--- config.mk ---
export PLATFORM = sky130hd
export DESIGN_NAME = fp_argmax_flat
export DESIGN_NICKNAME = d
export VERILOG_FILES = /design/src/rtl/fp_pkg.sv /design/src/rtl/fp_argmax_if.sv /design/src/rtl/fp_gt.sv /design/src/rtl/fp_argmax.sv /design/src/flat_wrapper.sv
export SDC_FILE = /design/constraint.sdc
export NUM_CORES = 1
export LEC_CHECK = 0
export ABC_CLOCK_PERIOD_IN_PS = 18300
export BUFFER_PORTS_ARGS = -buffer_cell sky130_fd_sc_hd__buf_4
export CAP_MARGIN = 20
export CORE_MARGIN = 4
export CORE_UTILIZATION = 41
export CTS_CLUSTER_SIZE = 12
export DETAILED_ROUTE_END_ITERATION = 7
export GPL_ROUTABILITY_DRIVEN = 0
export GPL_TIMING_DRIVEN = 1
export SYNTH_ARGS = -nofsm -noshare
export SYNTH_HDL_FRONTEND = slang
export SYNTH_HIERARCHICAL = 1
export SYNTH_SLANG_ARGS = --single-unit
--- constraint.sdc ---
create_clock -name clk -period 18.3 [get_ports clk]
set_input_delay 3.66 -clock clk [delete_from_list [all_inputs] [get_ports clk]]
set_output_delay 3.66 -clock clk [all_outputs]
set_load 0.02 [all_outputs]
--- src/rtl/fp_pkg.sv ---
// Shared FP32 field constants and argmax types for the classifier readout path.
package fp_pkg;
  localparam int SIGN_BIT = 31;
  localparam int EXP_MSB  = 30;
  localparam int EXP_LSB  = 23;
  localparam int MANT_W   = 23;
  localparam logic [7:0] EXP_ALL1 = 8'hFF;

  localparam int ARGMAX_N     = 10;
  localparam int ARGMAX_IDX_W = 4;

  typedef enum logic [1:0] {IDLE, SCAN, DONE} argmax_state_t;

  function automatic logic is_nan(input logic [31:0] x);
    return (x[EXP_MSB:EXP_LSB] == EXP_ALL1) && (x[MANT_W-1:0] != '0);
  endfunction
endpackage

--- src/rtl/fp_argmax_if.sv ---
// Vector-in / decision-out handshake bundle for fp_argmax.
interface fp_argmax_if import fp_pkg::*; #(
  parameter int N     = ARGMAX_N,
  parameter int IDX_W = ARGMAX_IDX_W
) ();
  logic [31:0]      d_in [N];
  logic             in_valid;
  logic             in_ready;
  logic [IDX_W-1:0] class_idx;
  logic [31:0]      max_val;
  logic             out_valid;
  logic             out_ready;

  modport slave (
    input  d_in, in_valid, out_ready,
    output in_ready, class_idx, max_val, out_valid
  );

  modport master (
    output d_in, in_valid, out_ready,
    input  in_ready, class_idx, max_val, out_valid
  );
endinterface

--- src/rtl/fp_gt.sv ---
// Combinational IEEE-754 FP32 strict greater-than; NaN ranks below -inf, +0 == -0.
module fp_gt import fp_pkg::*; (
  input  logic [31:0] a_i,
  input  logic [31:0] b_i,
  output logic        gt_o
);
  logic a_nan, b_nan, both_zero;

  assign a_nan     = is_nan(a_i);
  assign b_nan     = is_nan(b_i);
  assign both_zero = (a_i[EXP_MSB:0] == '0) && (b_i[EXP_MSB:0] == '0);

  always_comb begin
    gt_o = 1'b0;
    if (a_nan) begin
      gt_o = 1'b0;
    end else if (b_nan) begin
      gt_o = 1'b1;
    end else if (both_zero) begin
      gt_o = 1'b0;
    end else if (a_i[SIGN_BIT] != b_i[SIGN_BIT]) begin
      gt_o = ~a_i[SIGN_BIT];
    end else if (!a_i[SIGN_BIT]) begin
      gt_o = a_i[EXP_MSB:0] > b_i[EXP_MSB:0];
    end else begin
      gt_o = a_i[EXP_MSB:0] < b_i[EXP_MSB:0];
    end
  end
endmodule

--- src/rtl/fp_argmax.sv ---
// Sequential argmax over N FP32 class scores, one element per cycle.
module fp_argmax import fp_pkg::*; #(
  parameter int N     = ARGMAX_N,
  parameter int IDX_W = ARGMAX_IDX_W
) (
  input  logic clk,
  input  logic rst,
  fp_argmax_if.slave bus
);
  argmax_state_t    state_q, state_d;
  logic [31:0]      vec_q [N];
  logic [31:0]      vec_d [N];
  logic [IDX_W-1:0] idx_q, idx_d;
  logic [IDX_W-1:0] best_idx_q, best_idx_d;
  logic [31:0]      best_val_q, best_val_d;
  logic             commit_q, commit_d;
  logic [IDX_W-1:0] cidx_q, cidx_d;
  logic [31:0]      mval_q, mval_d;
  logic             cand_gt;

  fp_gt u_gt (
    .a_i  (vec_q[idx_q]),
    .b_i  (best_val_q),
    .gt_o (cand_gt)
  );

  always_ff @(posedge clk or posedge rst) begin
    if (rst) begin
      state_q    <= IDLE;
      for (int i = 0; i < N; i++) vec_q[i] <= '0;
      idx_q      <= '0;
      best_idx_q <= '0;
      best_val_q <= '0;
      commit_q   <= 1'b0;
      cidx_q     <= '0;
      mval_q     <= '0;
    end else begin
      state_q    <= state_d;
      for (int i = 0; i < N; i++) vec_q[i] <= vec_d[i];
      idx_q      <= idx_d;
      best_idx_q <= best_idx_d;
      best_val_q <= best_val_d;
      commit_q   <= commit_d;
      cidx_q     <= cidx_d;
      mval_q     <= mval_d;
    end
  end

  // After the last element is compared, one commit cycle copies the winner into
  // the output registers so the outputs stay frozen while the next scan runs.
  always_comb begin
    state_d    = state_q;
    for (int i = 0; i < N; i++) vec_d[i] = vec_q[i];
    idx_d      = idx_q;
    best_idx_d = best_idx_q;
    best_val_d = best_val_q;
    commit_d   = commit_q;
    cidx_d     = cidx_q;
    mval_d     = mval_q;
    unique case (state_q)
      IDLE: begin
        if (bus.in_valid) begin
          for (int i = 0; i < N; i++) vec_d[i] = bus.d_in[i];
          best_val_d = bus.d_in[0];
          best_idx_d = '0;
          idx_d      = IDX_W'(1);
          commit_d   = 1'b0;
          state_d    = SCAN;
        end
      end
      SCAN: begin
        if (commit_q) begin
          cidx_d   = best_idx_q;
          mval_d   = best_val_q;
          commit_d = 1'b0;
          state_d  = DONE;
        end else begin
          if (cand_gt) begin
            best_val_d = vec_q[idx_q];
            best_idx_d = idx_q;
          end
          if (idx_q == IDX_W'(N - 1)) commit_d = 1'b1;
          else                        idx_d    = idx_q + IDX_W'(1);
        end
      end
      DONE: begin
        if (bus.out_ready) state_d = IDLE;
      end
      default: state_d = IDLE;
    endcase
  end

  assign bus.in_ready  = (state_q == IDLE);
  assign bus.out_valid = (state_q == DONE);
  assign bus.class_idx = cidx_q;
  assign bus.max_val   = mval_q;
endmodule

--- src/flat_wrapper.sv ---
// flat-port wrapper written by rule: the top's interface ports become plain ports
module fp_argmax_flat import fp_pkg::*;
#(
  parameter int N     = ARGMAX_N,
  parameter int IDX_W = ARGMAX_IDX_W
)
  (clk, rst, bus_d_in, bus_in_valid, bus_out_ready, bus_in_ready, bus_class_idx, bus_max_val, bus_out_valid);
  fp_argmax_if #(.N(N), .IDX_W(IDX_W)) bus_i ();
  input  logic clk;
  input  logic rst;
  input wire logic [$bits(bus_i.d_in)-1:0] bus_d_in;
  input wire logic [$bits(bus_i.in_valid)-1:0] bus_in_valid;
  input wire logic [$bits(bus_i.out_ready)-1:0] bus_out_ready;
  output wire logic [$bits(bus_i.in_ready)-1:0] bus_in_ready;
  output wire logic [$bits(bus_i.class_idx)-1:0] bus_class_idx;
  output wire logic [$bits(bus_i.max_val)-1:0] bus_max_val;
  output wire logic [$bits(bus_i.out_valid)-1:0] bus_out_valid;
  assign bus_i.d_in = {>>{bus_d_in}};
  assign bus_i.in_valid = bus_in_valid;
  assign bus_i.out_ready = bus_out_ready;
  assign bus_in_ready = bus_i.in_ready;
  assign bus_class_idx = bus_i.class_idx;
  assign bus_max_val = bus_i.max_val;
  assign bus_out_valid = bus_i.out_valid;
  fp_argmax #(.N(N), .IDX_W(IDX_W)) u_core (.clk(clk), .rst(rst), .bus(bus_i));
endmodule
Word level (Yosys, flattened, before mapping)
Index checks and enable logic that the tools add are counted.
Storage, ports and cells
  register bits after elaboration: 399
  input bits: 324
  output and inout port bits: 38
Operators by class
  add/sub/neg operators: 1
  order comparisons: 3
  equal/unequal tests: 12
  multiplexer cells: 28
  bitwise operators: 2
  reductions and logical operators: 15
Operators by type and width (number)
  32-bit 2-to-1 mux: 5
  32-bit binary-select mux with 4-bit select: 1
  32-bit one-hot mux with 2 select lines: 1
  31-bit logical NOT: 2
  23-bit nonzero test: 2
  31-bit greater-than comparator: 1
  31-bit < comparator: 1
  4-bit 2-to-1 mux: 6
  8-bit equality test, second input constant: 2
  4-bit one-hot mux with 2 select lines: 2
  1-bit 2-to-1 mux: 8
  2-bit != test, second input constant: 4
  4-bit AND reduction: 2
  2-bit 2-to-1 mux: 3
  2-bit one-hot mux with 3 select lines: 1
  2-bit AND reduction: 3
  5-bit greater-or-equal comparator, second input constant: 1
  4-bit inverter with 5-bit output: 1
  4-bit by 1-bit adder with 4-bit output, second input constant: 1
  4-bit equality test, second input constant: 1
  2-bit by 1-bit != test with 1-bit output, second input constant: 2
  1-bit logical AND: 3
  3-bit AND reduction: 1
  2-bit by 1-bit equality test with 1-bit output, second input constant: 1
  6 further kinds: 6

Longest topological paths before layout
  depth after elaboration: 13
  mapped depth: 19
  mapped depth without buffers: 15

Cells and area by module
The synthesis kept the hierarchy.
By module, submodules not included
  fp_argmax: instances 1, cells an instance 1995, area each 18450.2 um^2, seq. area each 9984.6 um^2
  fp_gt: instances 1, cells an instance 148, area each 996.0 um^2, seq. area each 0.0 um^2

Worst setup path after synthesis
Ideal clock, no wire load.
  kind: input -> register
  start: input port bus_in_valid
  end: register u_core.best_val_q[1]
  setup time: 0.128 ns
  arrival time: 4.680 ns
  required time: 18.172 ns
  slack: 13.492 ns
  stages on the path: 6
  path buffers: 3
  cells stage by stage: or3b_1 -> clkbuf_1 -> buf_2 -> clkbuf_1 -> nor3_1 -> nor3_1
On the way
  word-level cells in the longest chain between the ends: 2
RTL lines
  from (decl): RTL line flat_wrapper.sv:12  | input wire logic [$bits(bus_i.in_valid)-1:0] bus_in_valid;
  2-bit != test (no source line)
  4-bit AND reduction (no source line)
  to (signal assigned): RTL line fp_argmax.sv:42  | best_val_q <= best_val_d;
  to (decl): RTL line fp_argmax.sv:15  | logic [31:0] best_val_q, best_val_d;
Every way passes these cells.
A chain may end at the register's enable or synchronous reset.

Final worst setup path
  start: register u_core.idx_q[0]
  end: register u_core.best_val_q[6]
On the way
  word-level cells in the longest chain between the ends: 12
RTL lines
  from (decl): RTL line fp_argmax.sv:13  | logic [IDX_W-1:0] idx_q, idx_d;
  from (signal assigned): RTL line fp_argmax.sv:40  | idx_q <= idx_d;
  4-bit inverter with 5-bit output (not written as such) (*): RTL line fp_argmax.sv:22  | .a_i (vec_q[idx_q]),
  32-bit binary-select mux with 4-bit select (*): RTL line fp_argmax.sv:22
  32-bit 2-to-1 mux (not written as such) (*) (2 in a row): RTL line fp_argmax.sv:22
  31-bit greater-than comparator / 31-bit < comparator (equally long branches): RTL line fp_gt.sv:24, fp_gt.sv:26
  1-bit 2-to-1 mux: RTL line fp_gt.sv:23  | end else if (!a_i[SIGN_BIT]) begin
  1-bit 2-to-1 mux: RTL line fp_gt.sv:21  | end else if (a_i[SIGN_BIT] != b_i[SIGN_BIT]) begin
  1-bit 2-to-1 mux: RTL line fp_gt.sv:19  | end else if (both_zero) begin
  1-bit 2-to-1 mux: RTL line fp_gt.sv:17  | end else if (b_nan) begin
  1-bit 2-to-1 mux (*): RTL line fp_gt.sv:15  | if (a_nan) begin
  named net u_core.cand_gt: RTL line fp_argmax.sv:19  | logic cand_gt;
  2-bit by 1-bit != test with 1-bit output (no source line) (*)
  4-bit AND reduction (no source line) (*)
The timed path passes the listed nets; every way through them passes the cells marked *. The select of a mux whose other input is x is not followed.

==> impl_metrics.ini <==
[cts]
insertion_delay_ps = 580
root_buffer = clkbuf_16
tritoncts = built
postCtsSetupRepairBufs = 0
numCtsBuffers = 45
cts_buffer_depth = 3
htreeDepth = 2
path_clk_slew_ps = 60
clkSinkCount = 399
holdBufCountCts = 0
post_cts_resize_count = 0

[sta]
hold_violations = 0
worstMarginPinSlew_ps = 1070
fin_setup_tns_ps = 0
fmax_mhz = 158
slew_headroom = 0.284
slew_viol_final = 0
rsz0062_at_grt = false
final-setup-viol-count = 0
clock_skew_ps = 21.6
final.setup.worst_slack_ps = 11960
finalCritPeriodShare = 0.347
period_minus_slack_ps = 6340

[placed_design]
dp_hpwl_mm = 47.5
io_buffers = 361
place_ws_ps = 11760
post_dp_cell_area_sq_um = 22400

[final_layout]
final_area_sq_um = 24000
layout_common_cells = nand2_1 (1015), dfrtp_1 (396), buf_4 (380), mux2i_1 (96), nor3_1 (69)
areaGrowthSynthToFinish_pct = 23.3
final_net_count = 2795
drive_above_1_share = 0.228
final_common_cell = nand2_1

[global_routing]
grt_use_met1 = 0.378
grt.busiest_layer = met1
grt_pass1_vias = 16300
antenna_found_initial = 5
grtUsageMet2 = 0.362
grt_pass1_wl_mm = 98.1
grt_max_degree = 109
grt-ovfl-total = 0
grt_usage = 0.251
grt_util_met3 = 0.0521

[yosys]
netlist_top_cells_area = dfrtp_1 (51%), nand2_1 (20%), mux2i_1 (4.9%)
seq_area_frac_synth = 0.513
syn_avg_cell_area_sq_um = 9.07
netlist_instances = 2143
ys_ff_latch = 399
synth.cell_area_sq_um = 19400
syn_nets = 2500
yosysUniqueCellTypes = 48
yosysTopAreaCell = dfrtp_1
synth_top_area_share = 0.513
synth_warnings = 6

[floorplanning]
ios = 362
rows = 79
die-height_microns = 226
die-area_sq_um = 51000
start_util = 0.416
coreArea_sq_um = 46800
die_w_microns = 226

[critical_path]
max_stage_delay_ps = 1060
start_kind = flip-flop
rrSetupSlack_ps = 11960
crit_top_cell = buf_4
critical_path.top_delay_family = buffers and inverters
crit_chain = buf_4, buf_4, mux2i_1, o21ai_0, ha_1, nand2_1, nor4_1, and4_1, a221oi_2, o311ai_1, o211ai_2, a21oi_4, buf_16, a211oi_1, nor3_1
path_buf_inv = 3
arrival_ps = 6830
crit_type = reg2reg
endpoint_kind = flip-flop
cp_max_fo = 51
crit_slowest_cell = dfrtp_4
required_ps = 18790

[drt]
via_count = 16400
routed_wl_mm = 65.2
dr.pass1.iters = 5
drt_iter0_drc = 1601
viasPerCell = 5.31
drc = 0
ant_nets = 0
routedWlPerCell_microns = 21.2

[pwr]
vdd_drop_max_uv = 112
leakagePower_nw = 12.5
pwr_density_cell_nw_per_um2 = 198
power_mw = 4.75

[status]
status = complete, no violations

[hold_path]
min_path_type = reg2reg

[run]
cap_viol_max_count = 0
## metal layers
metal	vias to the layer above	routed length [microns]
met5	-	0
li1	7620	-
met3	105	5250
met4	0	2300
met2	632	28400
met1	8015	29300
## power by group
group	total, mW	internal, mW	switching [mW]
Combinational	2.18	0.864	1.31
Clock	0.911	0.545	0.366
Sequential	1.67	1.31	0.352
## cell type report
type / count / area [sq um]
Tap cell: 607 / 759
Clock inverter: 14 / 159
Inverter: 38 / 150
Timing Repair Buffer: 383 / 2940
Multi-Input combinational cell: 1571 / 8640
Antenna cell: 5 / 12.5
Fill cell: 4454 / 22800
Clock buffer: 64 / 1330
Sequential cell: 399 / 9990
## metrics by stage
| stage | utilization | hold WS [ps] | instances |
|---|---|---|---|
| after CTS | 0.511 | 473 | 3074 |
| after floorplan | - | 437 | 2143 |
| after global routing | 0.513 | 491 | 3081 |
| final | 0.513 | 469 | 3081 |
| after detailed placement | 0.480 | 458 | 2996 |
| after global placement | 0.479 | 452 | 2995 |
## cells in the mapped netlist, drive strengths merged
master and number:
o22ai 2, or3 1, nand3 6, nand2b 2, a21o 3, and3b 1, o22a 1, mux4 32
nand3b 2, a22oi 1, o311ai 1, dfrtp 399, nand4 9, a221oi 34, a2111o 1, mux2i 96
ha 33, o31ai 2, nor3b 2, nor2 41, nor2b 2, and2 1, nor3 69, buf 69
or3b 2, inv 38, mux2 36, nand4b 1, nand2 1015, o211ai 1, a21oi 16, clkbuf 66
xor2 2, a211oi 34, and4 1, nor4 15, o21ai 73, or2 33
## path summary, 6_finish.rpt
kind / from / endpoint / depth (start not counted)
worst max register to register: u_core/idx_q[0]$_DFFE_PP0P_ / u_core/best_val_q[6]$_DFFE_PP0P_ / 15
min in group asynchronous: rst / u_core/vec_q[6]$_DFFE_PP0P_ / 2
worst min-delay path: u_core/vec_q[240]$_DFFE_PP0P_ / u_core/vec_q[240]$_DFFE_PP0P_ / 2
max in group asynchronous: rst / u_core/vec_q[310]$_DFFE_PP0P_ / 4
worst min register to register: u_core/vec_q[240]$_DFFE_PP0P_ / u_core/vec_q[240]$_DFFE_PP0P_ / 2
worst max-delay path: u_core/idx_q[0]$_DFFE_PP0P_ / u_core/best_val_q[6]$_DFFE_PP0P_ / 15
## cells by family (layout without fill, tap and decap cells)
kind of cell	count (synthesis)	after routing	synth area share
XOR/XNOR	2	2	0.000901
flip-flops	399	399	0.513
AND/OR/NAND/NOR	1203	1203	0.247
multiplexers	164	164	0.108
adder cells (fa/ha/maj)	33	33	0.0212
AO/OA/AOI/OAI	169	169	0.0657
other	0	5	0
buffers and inverters	173	499	0.0440
## worst register-to-register path: stages, from the launching register on
cell	delay [ps]
dfrtp_4	1060
buf_4	760
buf_4	800
mux2i_1	510
o21ai_0	250
ha_1	390
nand2_1	90
nor4_1	570
and4_1	310
a221oi_2	50
o311ai_1	120
o211ai_2	180
a21oi_4	630
buf_16	250
a211oi_1	80
nor3_1	220
## state kept, by name, indices dropped and copies added (netlist names)
signal / flops
u_core/best_idx_q: 4
u_core/best_val_q: 32
u_core/bus.class_idx: 4
u_core/bus.max_val: 32
u_core/commit_q: 1
u_core/idx_q: 4
u_core/state_q: 2
u_core/vec_q: 320
No activity file was read; power rests on OpenSTA's default activity.
